## config.mk

```make
export PLATFORM = sky130hd
export DESIGN_NAME = reg_write_arbiter
export DESIGN_NICKNAME = d
export VERILOG_FILES = /design/src/rtl/reg_write_arbiter.sv
export SDC_FILE = /design/constraint.sdc
export NUM_CORES = 1
export LEC_CHECK = 0
export ABC_CLOCK_PERIOD_IN_PS = 3200
export CAP_MARGIN = 20
export CORE_MARGIN = 1.5
export CORE_UTILIZATION = 50
export DETAILED_ROUTE_END_ITERATION = 12
export GPL_ROUTABILITY_DRIVEN = 0
export GPL_TIMING_DRIVEN = 0
export PLACE_DENSITY = 0.84
export RECOVER_POWER = 50
export SYNTH_ARGS = -nofsm -noshare
export SYNTH_HDL_FRONTEND = slang
export SYNTH_SLANG_ARGS = --single-unit
```

## constraint.sdc

```tcl
create_clock -name clk -period 3.2 [get_ports clk]
set_clock_uncertainty 0.05 [all_clocks]
set_input_delay 0.32 -clock clk [delete_from_list [all_inputs] [get_ports clk]]
set_output_delay 0.32 -clock clk [all_outputs]
set_load 0.03 [all_outputs]
```

## src/rtl/reg_write_arbiter.sv

```systemverilog
// Round-robin write arbiter for the five-entry control register bank.
// One committed write per three cycles; valid/ack handshake per requester.
module reg_write_arbiter #(
   parameter int NUM_REQ = 2,
   parameter int ADDR_W  = 7,
   parameter int DATA_W  = 8
) (
   input  logic                      clk,
   input  logic                      rst,
   input  logic [NUM_REQ-1:0]        req_valid,
   input  logic [NUM_REQ*ADDR_W-1:0] req_addr,
   input  logic [NUM_REQ*DATA_W-1:0] req_data,
   output logic [NUM_REQ-1:0]        req_ack,
   output logic                      addr_err,
   output logic                      busy,
   output logic [DATA_W-1:0]         en_reg_out_7_0,
   output logic [DATA_W-1:0]         en_reg_out_15_8,
   output logic [DATA_W-1:0]         en_reg_pwm_7_0,
   output logic [DATA_W-1:0]         en_reg_pwm_15_8,
   output logic [DATA_W-1:0]         pwm_duty_cycle
);

   localparam int IDX_W = $clog2(NUM_REQ);

   localparam logic [ADDR_W-1:0] A_OUT_LO = ADDR_W'(0);
   localparam logic [ADDR_W-1:0] A_OUT_HI = ADDR_W'(1);
   localparam logic [ADDR_W-1:0] A_PWM_LO = ADDR_W'(2);
   localparam logic [ADDR_W-1:0] A_PWM_HI = ADDR_W'(3);
   localparam logic [ADDR_W-1:0] A_DUTY   = ADDR_W'(4);

   typedef enum logic [1:0] {
      IDLE,
      WRITE,
      ACK
   } state_t;

   state_t state;
   state_t state_nxt;

   logic [IDX_W-1:0]  last;
   logic [IDX_W-1:0]  win;
   logic              found;
   logic [IDX_W-1:0]  cap_idx;
   logic [ADDR_W-1:0] cap_addr;
   logic [DATA_W-1:0] cap_data;

   // Requester index reached by stepping k places past base, wrapping.
   function automatic logic [IDX_W-1:0] rr_idx(
      input logic [IDX_W-1:0] base,
      input int               k
   );
      int s;
      s = int'(base) + k;
      if (s >= NUM_REQ) s = s - NUM_REQ;
      return IDX_W'(s);
   endfunction

   // Pick the first valid requester after the last one served.
   always_comb begin
      found = 1'b0;
      win   = last;
      for (int k = 1; k <= NUM_REQ; k++) begin
         if (!found && req_valid[rr_idx(last, k)]) begin
            found = 1'b1;
            win   = rr_idx(last, k);
         end
      end
   end

   // Next-state logic: a pass is always IDLE -> WRITE -> ACK -> IDLE.
   always_comb begin
      state_nxt = state;
      unique case (state)
         IDLE:    if (found) state_nxt = WRITE;
         WRITE:   state_nxt = ACK;
         ACK:     state_nxt = IDLE;
         default: state_nxt = IDLE;
      endcase
   end

   assign busy = (state != IDLE);

   // State register.
   always_ff @(posedge clk or posedge rst) begin
      if (rst) state <= IDLE;
      else     state <= state_nxt;
   end

   // Capture the winner, commit the write, and pulse ack/err for one cycle.
   always_ff @(posedge clk or posedge rst) begin
      if (rst) begin
         last            <= IDX_W'(NUM_REQ - 1);
         cap_idx         <= '0;
         cap_addr        <= '0;
         cap_data        <= '0;
         req_ack         <= '0;
         addr_err        <= 1'b0;
         en_reg_out_7_0  <= '0;
         en_reg_out_15_8 <= '0;
         en_reg_pwm_7_0  <= '0;
         en_reg_pwm_15_8 <= '0;
         pwm_duty_cycle  <= '0;
      end else begin
         unique case (state)
            IDLE: begin
               if (found) begin
                  cap_idx  <= win;
                  cap_addr <= req_addr[win*ADDR_W +: ADDR_W];
                  cap_data <= req_data[win*DATA_W +: DATA_W];
               end
            end
            WRITE: begin
               unique case (cap_addr)
                  A_OUT_LO: en_reg_out_7_0  <= cap_data;
                  A_OUT_HI: en_reg_out_15_8 <= cap_data;
                  A_PWM_LO: en_reg_pwm_7_0  <= cap_data;
                  A_PWM_HI: en_reg_pwm_15_8 <= cap_data;
                  A_DUTY:   pwm_duty_cycle  <= cap_data;
                  default:  addr_err        <= 1'b1;
               endcase
               req_ack <= NUM_REQ'(1) << cap_idx;
               last    <= cap_idx;
            end
            ACK: begin
               req_ack  <= '0;
               addr_err <= 1'b0;
            end
            default: begin
               req_ack  <= '0;
               addr_err <= 1'b0;
            end
         endcase
      end
   end

endmodule
```

==> metrics list, run 1 <==
* Commonest non-fill, non-tap cell in the layout: sky130_fd_sc_hd__clkdlybuf4s50_1
* Type of the worst setup path: flip-flop to primary output
- Number of synthesized flops with an enable pin: 0
* Final wirelength: 6011 microns
- Setup total negative slack on the finished layout was measured at 0 ns.
- Summed over all cells, the static leakage comes to 1.697 nW.
- Net count after synthesis: 238
* Global-route wire length before repair: 9252 microns
* Minimum period implied by the final worst setup slack: 2.766 ns
* Relative slew slack: 0.1260
* R2r startpoint: cap_addr[3]
* Most Crowded Layer GR: met2
- Reg-to-reg critical path endpoint: en_reg_out_15_8[1]
- Summing over every cut layer, the via total after detailed routing is 1996.
- Largest net degree at the start of global routing: 35
- Counting flops and latches in the post-synthesis netlist gives 62.
- I/O pin count: 78
- During synthesis, Yosys emitted a total of 0 warnings.
* Layout Nets: 327
* CTS tree: yes
- Across every metal layer, demand over resource in global routing totals 0.2275.
- The hold violation total from the final report was 0.
- Actual slew at the worst max-slew pin: 1.310 ns
- Of the total power, combinational logic draws 0.383.
- Initial antenna violation count: 0
- H-tree level count: 3
- Clock latency on the worst-skew pair, taken at its later pin, is 0.33 ns.
* Filler cells: 366
- The synthesized design spends more area on one cell type than any other, namely sky130_fd_sc_hd__dfrtp_1.
- Logic depth of the worst path, buffers included: 5
* Clock-pin slew on the worst setup and hold paths: 0.07 ns
- Hold repair after CTS inserted 0 buffers.
- For this run, global-route usage on met1 was measured as 0.3006.
- Start point of the critical path: state[0]
* Cell family with the largest share of critical-path delay: buffers and inverters
* Final Worst Setup Slack: 0.4343 ns
- Tcrit/Tclk final: 0.8643
- Of the total power, the clock network draws 0.208.
* Die Area: 5654 sq um
- Area growth, synth to finish: 40.18%
- The worst register-to-register path has a depth of 3.
* Number of vias per cell: 5.424
* Startpoint kind of the worst setup timing path: flip-flop
- Data arrival at the endpoint of the critical path: 2.40 ns
* Worst Hold Depth: 1
* Sw frac: 0.3812
- Data on the critical path is required at its endpoint by 2.83 ns.
- The flow ran to the end, and the final reports show no timing, DRC or antenna violations.
* Area of the core: 5075 sq um
- In the layout the commonest cells are 64 x sky130_fd_sc_hd__clkdlybuf4s50_1, 61 x sky130_fd_sc_hd__dfrtp_1, 40 x sky130_fd_sc_hd__mux2_2.
- Highest-delay cell along the critical path: sky130_fd_sc_hd__clkdlybuf4s50_1
- Peak supply drop: 0.0004068 V
- The first TritonRoute pass finished after 4 iterations.
- Of the cells placed in the final design, the portion with a size suffix greater than 1 is 0.2215.
- Worst slack, placed: 0.8568 ns
* Netlist area before placement: 2606 sq um
- The largest single stage delay on the critical path is 0.60 ns.
- Synthesis produced 204 cells.
- Input and output buffers added on the ports amount to 77.
- Met3 GRT Util: 0.04016
- The share of total power dissipated in sequential elements is 0.409.
* Cts repair resizes: 0
- From bottom edge to top edge, the die measures 75.20 microns.
* Most numerous cell on the critical path: sky130_fd_sc_hd__clkbuf_1
- Hold slack: 0.4479 ns
- The worst register-to-register path has a setup slack of 0.72 ns.
* Highest clock frequency the design can meet: 0.3616 GHz
* DP HPWL: 4259 microns
- Clock tree synthesis inserted a total of 9 buffers.
- The max-slew violation count came to 0.
* Non-filler cells, final: 368
- Async set-or-reset flop fraction in the synthesized netlist: 1.000
* Setup repair bufs after CTS: 0
- In this run the clock root is driven by a sky130_fd_sc_hd__clkbuf_8.
- The most used flip-flop cell after synthesis is sky130_fd_sc_hd__dfrtp_1.
- Remaining antenna violation count after routing: 0
* Power after layout: 3.063 mW
- Of all nets on the critical path, the largest fanout is 10.
* Portion of the post-synthesis area used by sequential elements: 0.5958
- In the final routed layout, each cell accounts on average for 16.33 microns.
- In the post-synthesis netlist, the biggest area contributors are sky130_fd_sc_hd__dfrtp_1 59%, sky130_fd_sc_hd__mux2_2 17%, sky130_fd_sc_hd__a31oi_1 3.8%.
- Cell Chain, Critical Path: clkbuf_1, nor2_1, clkbuf_1, inv_1, clkdlybuf4s50_1
- Initial cell density of the core: 0.5136
* Switching component of the power: 1.168 mW
- Yosys mapped the design onto 25 distinct sky130hd cell types.
* Critical path buffer and inverter count: 4
- Residual DRC count: 0
* Critical Path End Type: primary output
- Average instance area after synthesis: 12.78 sq um
- The via count of the first global-routing pass came to 1827.
- Placed instance count: 352
- 0 antenna diodes ended up in the layout.
* Clk sink count: 62
* Clock Tree Buf Depth: 2
- Met2 usage in global routing: 0.3559
- Internal power component: 1.895 mW
- Fraction of synthesized cell area taken by the top area cell type: 0.5857
* Setup repair after global routing missed its margin: no
* First-iteration detailed-routing DRC count: 112
- Power per Cell Area: 838.3 nW/um^2
* Number of standard-cell rows in the floorplan: 26
- Overflow left after global routing: 0
- MaxCap Viol Count: 0
- The worst hold path belongs to the class flip-flop to flip-flop.
* Finish-stage setup viols: 0
* End point of the critical path: busy
* Die outline width: 75.20 microns
[per-layer routing]
layer	up-vias	wire length [microns]
li1	933	-
met1	974	2636
met2	73	2932
met3	16	265
met4	0	177
met5	-	0
[metrics by stage]
stage | cell area (sq um) | util
2_1_floorplan | 2606 | -
3_3_place_gp | 3465 | 0.6827
3_5_place_dp | 3485 | 0.6866
4_1_cts | 3671 | 0.7234
5_1_grt | 3654 | 0.7199
6_report | 3654 | 0.7199
[cells by family (layout without fill, tap and decap cells)]
kind of cell / Yosys count / count (layout) / synth area share
compound gates: 50 / 50 / 0.1066
buf+inv: 16 / 110 / 0.02496
flops: 62 / 62 / 0.5958
mux: 43 / 43 / 0.1848
simple gates: 33 / 33 / 0.08785
[flip-flops by register name (all words and copies together), names as in the netlist]
signal	cells
en_reg_out_7_0	8
en_reg_out_15_8	8
en_reg_pwm_15_8	8
cap_addr	7
req_ack	2
cap_idx	1
cap_data	8
en_reg_pwm_7_0	8
addr_err	1
last	1
state	2
pwm_duty_cycle	8
[synth_stat cells (2+ instances only)]
cell type	count
sky130_fd_sc_hd__nand2b_1	2
sky130_fd_sc_hd__mux2_2	40
sky130_fd_sc_hd__nor2_1	4
sky130_fd_sc_hd__nand4b_2	2
sky130_fd_sc_hd__clkbuf_1	9
sky130_fd_sc_hd__dfrtp_1	61
sky130_fd_sc_hd__mux2i_1	2
sky130_fd_sc_hd__o21ai_0	16
sky130_fd_sc_hd__buf_2	4
sky130_fd_sc_hd__a31oi_1	16
sky130_fd_sc_hd__nor2b_1	3
sky130_fd_sc_hd__nand3_1	15
sky130_fd_sc_hd__inv_1	3
sky130_fd_sc_hd__a21oi_1	16
[how the worst min path moves through the flow]
stage / start / end / slack [ns]
2_1_floorplan: req_addr[2] / cap_addr[2] / 0.43
3_3_place_gp: en_reg_out_15_8[7] / en_reg_out_15_8[7] / 0.44
3_5_place_dp: en_reg_out_7_0[7] / en_reg_out_7_0[7] / 0.44
4_1_cts: rst / en_reg_out_7_0[3] / 0.40
5_1_grt: pwm_duty_cycle[6] / pwm_duty_cycle[6] / 0.46
6_report: en_reg_out_7_0[5] / en_reg_out_7_0[5] / 0.45
[area by class of cell]
cell class                      count  area (sq um)  area share
Multi-Input combinational cell    126         973.4      0.2664
Clock buffer                       13         168.9     0.04623
Clock inverter                      3         17.52    0.004795
Inverter                            3         11.26    0.003082
Tap cell                           70         87.58     0.02397
Timing Repair Buffer               78         790.8      0.2164
Buffer                             13         51.30     0.01404
Sequential cell                    62          1553      0.4250
[power by group through the flow]
| stage | Sequential, mW | Combinational [mW] | Clock [mW] |
|---|---|---|---|
| 6_report | 1.25 | 1.17 | 0.636 |
| 5_1_grt | 1.30 | 1.27 | 0.673 |
| 3_5_place_dp | 1.28 | 1.19 | 0 |
| 4_1_cts | 1.27 | 1.20 | 0.639 |
| 3_3_place_gp | 1.27 | 1.16 | 0 |
| 2_1_floorplan | 1.47 | 0.518 | 0 |
Power figures use the tool's default switching activity.
==> inputs of run 2 (changes only) <==
- ABC_AREA: unset -> 1
- CORE_ASPECT_RATIO: unset -> 0.5
- CORE_UTILIZATION: 50 -> 51
==> run 2 against run 1 <==
  * Die area rose by 6.2%
  * First-iteration DRC count decreased by 24%
  * Maximum frequency increased by 35%
  * Power up 40%
  * Design area grew 5.6%
  * Final cell count up 38%
  * Hold slack lost 0.028 ns
  * Synthesized cell count rose by 69%
  * Highest routed layer unchanged
==> metrics list, run 2 <==
- Setup total negative slack: 0 ns (unchanged)
* Post-CTS Hold Buffers: 0 (unchanged)
- The switching power as a share of total power came to 0.4457 (+0.06444).
- The overall die height was 55.56 microns (-26%).
* Layout Nets: 468 (+43%)
- Count of warnings emitted by yosys: 0 (unchanged)
- Peak supply drop: 0.0005661 V (+39%)
* Overflow left after global routing: 0 (unchanged)
* Min-Delay Path Class: flip-flop to flip-flop
- The number of filler cells placed in the layout is 393 (+7.4%).
- The number of rows created at floorplan came to 18 (-31%).
- Insertion delay of the later-clocked pin in the worst-skew pair: 0.34 ns (about the same)
- Portion of the post-synthesis area used by sequential elements: 0.5511 (-0.04471)
- Setup repair after global routing missed its margin: no
- Biggest area consumer among synthesized cells: sky130_fd_sc_hd__dfrtp_1
- The total routing resource utilization after global routing came to 0.2609 (+0.03340).
- Minimum period implied by the final worst setup slack: 2.048 ns (-0.7177 ns)
* CTS tree: yes
* Largest net degree at the start of global routing: 34 (-2.9%)
- The flow ran to the end, and the final reports show no timing, DRC or antenna violations.
- STA classifies the critical path startpoint as a flip-flop.
- Hold Fails Final Rpt: 0 (unchanged)
- I/O pin count: 78 (unchanged)
* Hold wc startpoint: en_reg_out_15_8[4]
* Async set-or-reset flop fraction in the synthesized netlist: 1.000 (unchanged)
- Combinational cell fraction of total power: 0.489 (+0.106)
- Power share of the sequential group: 0.346 (-0.063)
- The worst register-to-register path ends at en_reg_out_15_8[7].
- The count of buffers inserted at the top-level ports was 77 (unchanged).
- Cell Chain, Critical Path: nor2_2, inv_1, clkdlybuf4s50_1
- The transition time at the pin with the least slew margin was 1.112 ns (-0.1980 ns).
- Clk sink count: 62 (unchanged)
- Number of buffers inserted during clock tree synthesis: 9 (unchanged)
- The overall die area came to 6007 sq um (+6.2%).
- Tcrit/Tclk final: 0.6400 (-0.2243)
- H-tree level count: 3 (unchanged)
- R2r setup slk: 1.36 ns (+0.64 ns)
- Setup repair bufs after CTS: 0 (unchanged)
* Type of the worst setup path: flip-flop to primary output
- The number of max-capacitance violations reported came to 0 (unchanged).
- Cell depth of the worst flop-to-flop path: 6 (+3)
- Initial cell density of the core: 0.5512 (+0.03759)
- Highest clock frequency the design can meet: 0.4883 GHz (+35%)
* Fraction of synthesized cell area taken by the top area cell type: 0.5417 (-0.04395)
- The aggregate routed wire length was 6898 microns (+15%).
- Initial antenna violation count: 0 (unchanged)
- In the layout the commonest cells are 174 x sky130_fd_sc_hd__nand2_1, 76 x sky130_fd_sc_hd__clkdlybuf4s50_1, 61 x sky130_fd_sc_hd__dfrtp_1.
* Most frequent cell after synthesis: sky130_fd_sc_hd__nand2_1
- Fraction of power consumed by the clock network: 0.165 (-0.043)
* Critical Path End Type: primary output
- Routed vias: 2546 (+28%)
- Largest stage delay on the critical path: 0.60 ns (about the same)
* Antenna diode count: 0 (unchanged)
- The remaining antenna violation count was 0 (unchanged).
- Total iterations of the first detailed-routing run: 5 (+1)
- Average instance area after synthesis: 8.167 sq um (-36%)
- The gate count after technology mapping is 345 (+69%).
- Highest-delay cell along the critical path: sky130_fd_sc_hd__clkdlybuf4s50_1
- The worst-case clock buffer depth came to 2 (unchanged).
- The net count after synthesis came to 379 (+59%).
- The wire length of the first global-routing pass was 11880 microns (+28%).
- Residual DRC count: 0 (unchanged)
- The critical path data required time was 2.83 ns (about the same).
* Start point of the critical path: state[1]
- Internal power component: 2.378 mW (+26%)
* Total of flip-flops plus latches after synthesis: 62 (unchanged)
* R2r startpoint: state[1]
* Data arrival at the endpoint of the critical path: 1.68 ns (-0.72 ns)
- The number of enable-type register cells in the synthesized netlist was 0 (unchanged).
- The number of distinct library cells after synthesis was 17 (-32%).
- Area of the core: 5112 sq um (+0.74%)
- Clock tree synthesis selected as its root buffer the cell sky130_fd_sc_hd__clkbuf_8.
* Worst Hold Depth: 2 (+1)
* DP HPWL: 4998 microns (+17%)
* Final design utilization: 0.7548 (+0.03485)
- In the synthesized netlist the dominant register cell turns out to be sky130_fd_sc_hd__dfrtp_1.
- The via count of the first global-routing pass was 2556 (+40%).
* Switching component of the power: 1.912 mW (+64%)
- Layout cells sized above 1: 0.07763 (-0.1439)
* List of most frequent post-synthesis cells: 170 x sky130_fd_sc_hd__nand2_1, 61 x sky130_fd_sc_hd__dfrtp_1, 59 x sky130_fd_sc_hd__nand3_1, 13 x sky130_fd_sc_hd__inv_1, 9 x sky130_fd_sc_hd__nand2_2
- The violation count after the first detailed-route iteration is 85 (-24%).
- Area growth, synth to finish: 36.94%
- Top area cells in the synthesized netlist: sky130_fd_sc_hd__dfrtp_1 54%, sky130_fd_sc_hd__nand2_1 23%, sky130_fd_sc_hd__nand3_1 10%
- Die outline width: 108.1 microns (+44%)
* Clock-pin slew on the worst setup and hold paths: 0.07 ns (about the same)
- The routed length per placed instance came to 13.58 microns (-17%).
- The headroom to the max-slew limit came to 0.2582 (+0.1322).
- Hold Crit Endpoint: en_reg_out_15_8[4]
- Number of vias per cell: 5.012 (-7.6%)
- The maximum net fanout on the critical path came to 4 (-6).
* Commonest non-fill, non-tap cell in the layout: sky130_fd_sc_hd__nand2_1
- The max-slew violation count was 0 (unchanged).
- The post-synthesis instance area is 2818 sq um (+8.1%).
- The total of endpoints with negative setup slack in the final report came to 0 (unchanged).
- Leak Pwr: 2.013 nW (+19%)
* Power per Cell Area: 1112 nW/um^2 (+33%)
- The number of instances resized during post-cts repair was 0 (unchanged).
==> run 2: through the flow <==
step | hold WS (ns) | instance area (sq um) | setup slack [ns] | power, mW | instances
2_1_floorplan | 0.3988 | 2818 | 1.290 | 2.778 | 345
3_3_place_gp | 0.4072 | 3676 | 0.4093 | 3.563 | 492
3_5_place_dp | 0.4081 | 3696 | 1.460 | 3.639 | 493
4_1_cts | 0.3246 | 3904 | 1.096 | 4.366 | 508
5_1_grt | 0.4469 | 3859 | 1.104 | 4.576 | 508
6_report | 0.4200 | 3859 | 1.152 | 4.291 | 508
==> run 2: critical path: cells and delay by family (launching register included) <==
kind                   cells  cell delay [ns]
buffers and inverters      2             0.70
and+or+nand+nor            1             0.24
DFF                        1             0.39
==> run 2: layer usage <==
| layer | up-vias | GRT usage | share of wire |
|---|---|---|---|
| li1 | 1269 | - | - |
| met3 | 11 | 0.06139 | 0.062 |
| met2 | 81 | 0.4412 | 0.49 |
| met4 | 0 | 0.1147 | 0.016 |
| met1 | 1185 | 0.3202 | 0.44 |
| met5 | - | 0 | 0 |
==> run 2: worst max-delay path by stage <==
| stage | end | cells after the start | slack [ns] |
|---|---|---|---|
| floorplan | addr_err | 1 | 1.29 |
| global placement | cap_data[3] | 2 | 0.41 |
| detailed placement | cap_data[3] | 7 | 1.46 |
| CTS | busy | 3 | 1.10 |
| global route | busy | 3 | 1.10 |
| finish | busy | 3 | 1.15 |
==> run 2: cell type report <==
| cell class | count | area, sq um | area share |
|---|---|---|---|
| Timing Repair Buffer | 78 | 790.8 | 0.2049 |
| Buffer | 9 | 67.56 | 0.01751 |
| Tap cell | 70 | 87.58 | 0.02270 |
| Sequential cell | 62 | 1553 | 0.4024 |
| Multi-Input combinational cell | 258 | 1092 | 0.2831 |
| Clock buffer | 12 | 165.2 | 0.04280 |
| Inverter | 16 | 60.06 | 0.01556 |
| Clock inverter | 3 | 42.54 | 0.01102 |
==> run 2: power groups by stage <==
stage | sequential (mW) | clock (mW) | combinational (mW)
finish | 1.49 | 0.709 | 2.10
global route | 1.53 | 0.748 | 2.29
CTS | 1.49 | 0.720 | 2.16
detailed placement | 1.50 | 0 | 2.14
global placement | 1.48 | 0 | 2.08
floorplan | 1.93 | 0 | 0.851
==> run 2: logic make-up (layout without fill, tap and decap cells) <==
kind of cell / after synthesis / after routing / share of synthesized area
and+or+nand+nor: 254 / 254 / 0.3948
DFF: 62 / 62 / 0.5511
buffers and inverters: 25 / 118 / 0.04707
AOI/OAI and AO/OA: 4 / 4 / 0.007102
==> inputs of run 3 (changes only) <==
- ABC_CLOCK_PERIOD_IN_PS: 3200 -> 2050
- CORE_UTILIZATION: 51 -> 48
- PLACE_DENSITY: 0.84 -> 0.8
- clock period: 3.2 -> 2.05 ns (I/O delays scaled with it)
==> run 3 against run 2 <==
  * First-iteration DRC count increased by 140%
  * Design area rose by 1.1%
  * Hold slack lost 0.0025 ns
  * Die area up 6.0%
  * Routed wire length up 7.5%
  * Flip-flop and latch count unchanged
  * Largest power group unchanged
  * Highest routed layer unchanged
==> metrics list, run 3 (synthesis results as in run 2) <==
* Area post-placement: 3700 sq um (+0.10%)
* Vias in the first global route: 2592 (+1.4%)
- Antenna diode count: 0 (unchanged)
- In the layout the commonest cells are 178 x sky130_fd_sc_hd__nand2_1, 76 x sky130_fd_sc_hd__clkdlybuf4s50_1, 61 x sky130_fd_sc_hd__dfrtp_1.
- Sequential cell area: 1553 sq um (unchanged)
- Leak Pwr: 2.015 nW (+0.10%)
* MaxCap Viol Count: 0 (unchanged)
* Total track usage: 0.2493 (-0.01158)
* Data arrival at the endpoint of the critical path: 1.67 ns (about the same)
- The worst setup path is of the flip-flop to primary output kind.
- The maximum number of pins on one net before global-route repair was 36 (+5.9%).
- The routed length per placed instance was 14.48 microns (+6.6%).
- The remaining antenna violation count came to 0 (unchanged).
* Highest clock frequency the design can meet: 0.5202 GHz
- Worst slack, placed: 0.4373 ns (-1.022 ns)
* Total iterations of the first detailed-routing run: 4 (-1)
- Number of pins exceeding their max-slew limit in the final report: 0 (unchanged)
* Final design utilization: 0.7013 (-0.05347)
- Insertion delay of the later-clocked pin in the worst-skew pair: 0.33 ns (about the same)
- The worst-case clock buffer depth came to 2 (unchanged).
* Power per Cell Area: 1786 nW/um^2 (+61%)
- Layout cells sized above 1: 0.07062 (-0.007011)
- Final design area excluding fillers: 3901 sq um (+1.1%)
- Min-Delay Path Class: flip-flop to flip-flop
- Clk sink count: 62 (unchanged)
- The number of instances resized during post-cts repair was 0 (unchanged).
* Relative slew slack: 0.3208 (+0.06261)
- The power consumption is 6.967 mW (+62%).
- The number of buffers inserted during clock tree synthesis is 9 (unchanged).
- Multi-input logic area: 1091 sq um (-0.11%)
- I/O pin count: 78 (unchanged)
- Hold slack: 0.4175 ns (-0.002543 ns)
- Initial antenna violation count: 0 (unchanged)
- Setup repair bufs after CTS: 0 (unchanged)
* CTS root buffer: sky130_fd_sc_hd__clkbuf_16
- The number of nets in the finished design was 468 (unchanged).
* Peak supply drop: 0.001241 V (+120%)
- The library cell used most frequently in the layout, excluding fill and tap cells, is sky130_fd_sc_hd__nand2_1.
* Number of vias per cell: 5.133 (+2.4%)
- Hold Fails Final Rpt: 0 (unchanged)
- Area growth, synth to finish: 38.45%
- Critical Path End Type: primary output
- Final Worst Setup Slack: 0.1278 ns (-1.024 ns)
* H-tree level count: 3 (unchanged)
- TritonCTS built the clock tree.
- The overall via count from detail_route came to 2628 (+3.2%).
* Initial cell density of the core: 0.5065 (-0.04463)
* Minimum period implied by the final worst setup slack: 1.922 ns
- Post-CTS Hold Buffers: 0 (unchanged)
- Overflow left after global routing: 0 (unchanged)
- Critical path fanouts, max: 4 (unchanged)
- The floorplan die width is 111.4 microns (+3.0%).
* DP HPWL: 5194 microns (+3.9%)
- Startpoint kind of the worst setup timing path: flip-flop
* Die Area: 6367 sq um (+6.0%)
- Final wirelength: 7412 microns (+7.5%)
* Number of buffers added on ports: 77 (unchanged)
* Setup repair after global routing missed its margin: no
- The total of endpoints with negative setup slack in the final report is 0 (unchanged).
- Clock-pin slew on the worst setup and hold paths: 0.05 ns (-0.02 ns)
- The core region area came to 5563 sq um (+8.8%).
- The number of filler cells placed in the layout was 461 (+17%).
- The number of rows created at floorplan is 19 (+1).
- The wire length of the first global-routing pass came to 12140 microns (+2.2%).
- Residual DRC count: 0 (unchanged)
- The critical path data required time is 1.79 ns (-1.04 ns).
- First-iteration detailed-routing DRC count: 206 (+140%)
* Tcrit/Tclk final: 0.9376
* Actual slew at the worst max-slew pin: 1.018 ns (-0.09381 ns)
- The overall die height is 57.18 microns (+2.9%).
- The flow ran to the end, and the final reports show no timing, DRC or antenna violations.
==> run 3: critical path: stages (launching register included) <==
cell and delay, ns:
sky130_fd_sc_hd__dfrtp_1 0.38, sky130_fd_sc_hd__nor2_2 0.22, sky130_fd_sc_hd__inv_1 0.12, sky130_fd_sc_hd__clkdlybuf4s50_1 0.61
==> run 3: power breakdown <==
part / internal, mW / switching (mW)
Clock: 0.807 / 0.511
Sequential: 1.82 / 0.528
Combinational: 1.25 / 2.06
Total: 3.87 / 3.10
==> run 3: worst paths after layout <==
check,start,endpoint,cells after the start,slack (ns)
max,state[1],busy,3,0.13
min,en_reg_out_7_0[7],en_reg_out_7_0[7],2,0.42
max reg2reg,last,cap_data[6],7,0.23
min reg2reg,en_reg_out_7_0[7],en_reg_out_7_0[7],2,0.42
max in group asynchronous,rst,last,3,0.29
min in group asynchronous,rst,en_reg_pwm_7_0[6],2,0.51
==> run 3: final cells by class <==
class,instances,area share
plain buffers,9,0.01732
clock buffers,11,0.05965
clock inverters,5,0.007056
inverters,16,0.01539
multi-input cells,258,0.2797
flip-flops and latches,62,0.3980
well taps,73,0.02341
repair buffers,78,0.1995
==> run 3: per-stage QoR <==
step                      setup TNS [ns]  instances
after floorplan                        0        345
after global placement            -39.25        495
after detailed placement               0        496
after CTS                              0        512
after global routing                   0        512
final                                  0        512
==> run 3: metal layers <==
metal,wire length (microns),global-route usage
met4,173,0.1103
met5,0,0
met3,475,0.06801
met2,3689,0.4408
met1,3073,0.2931
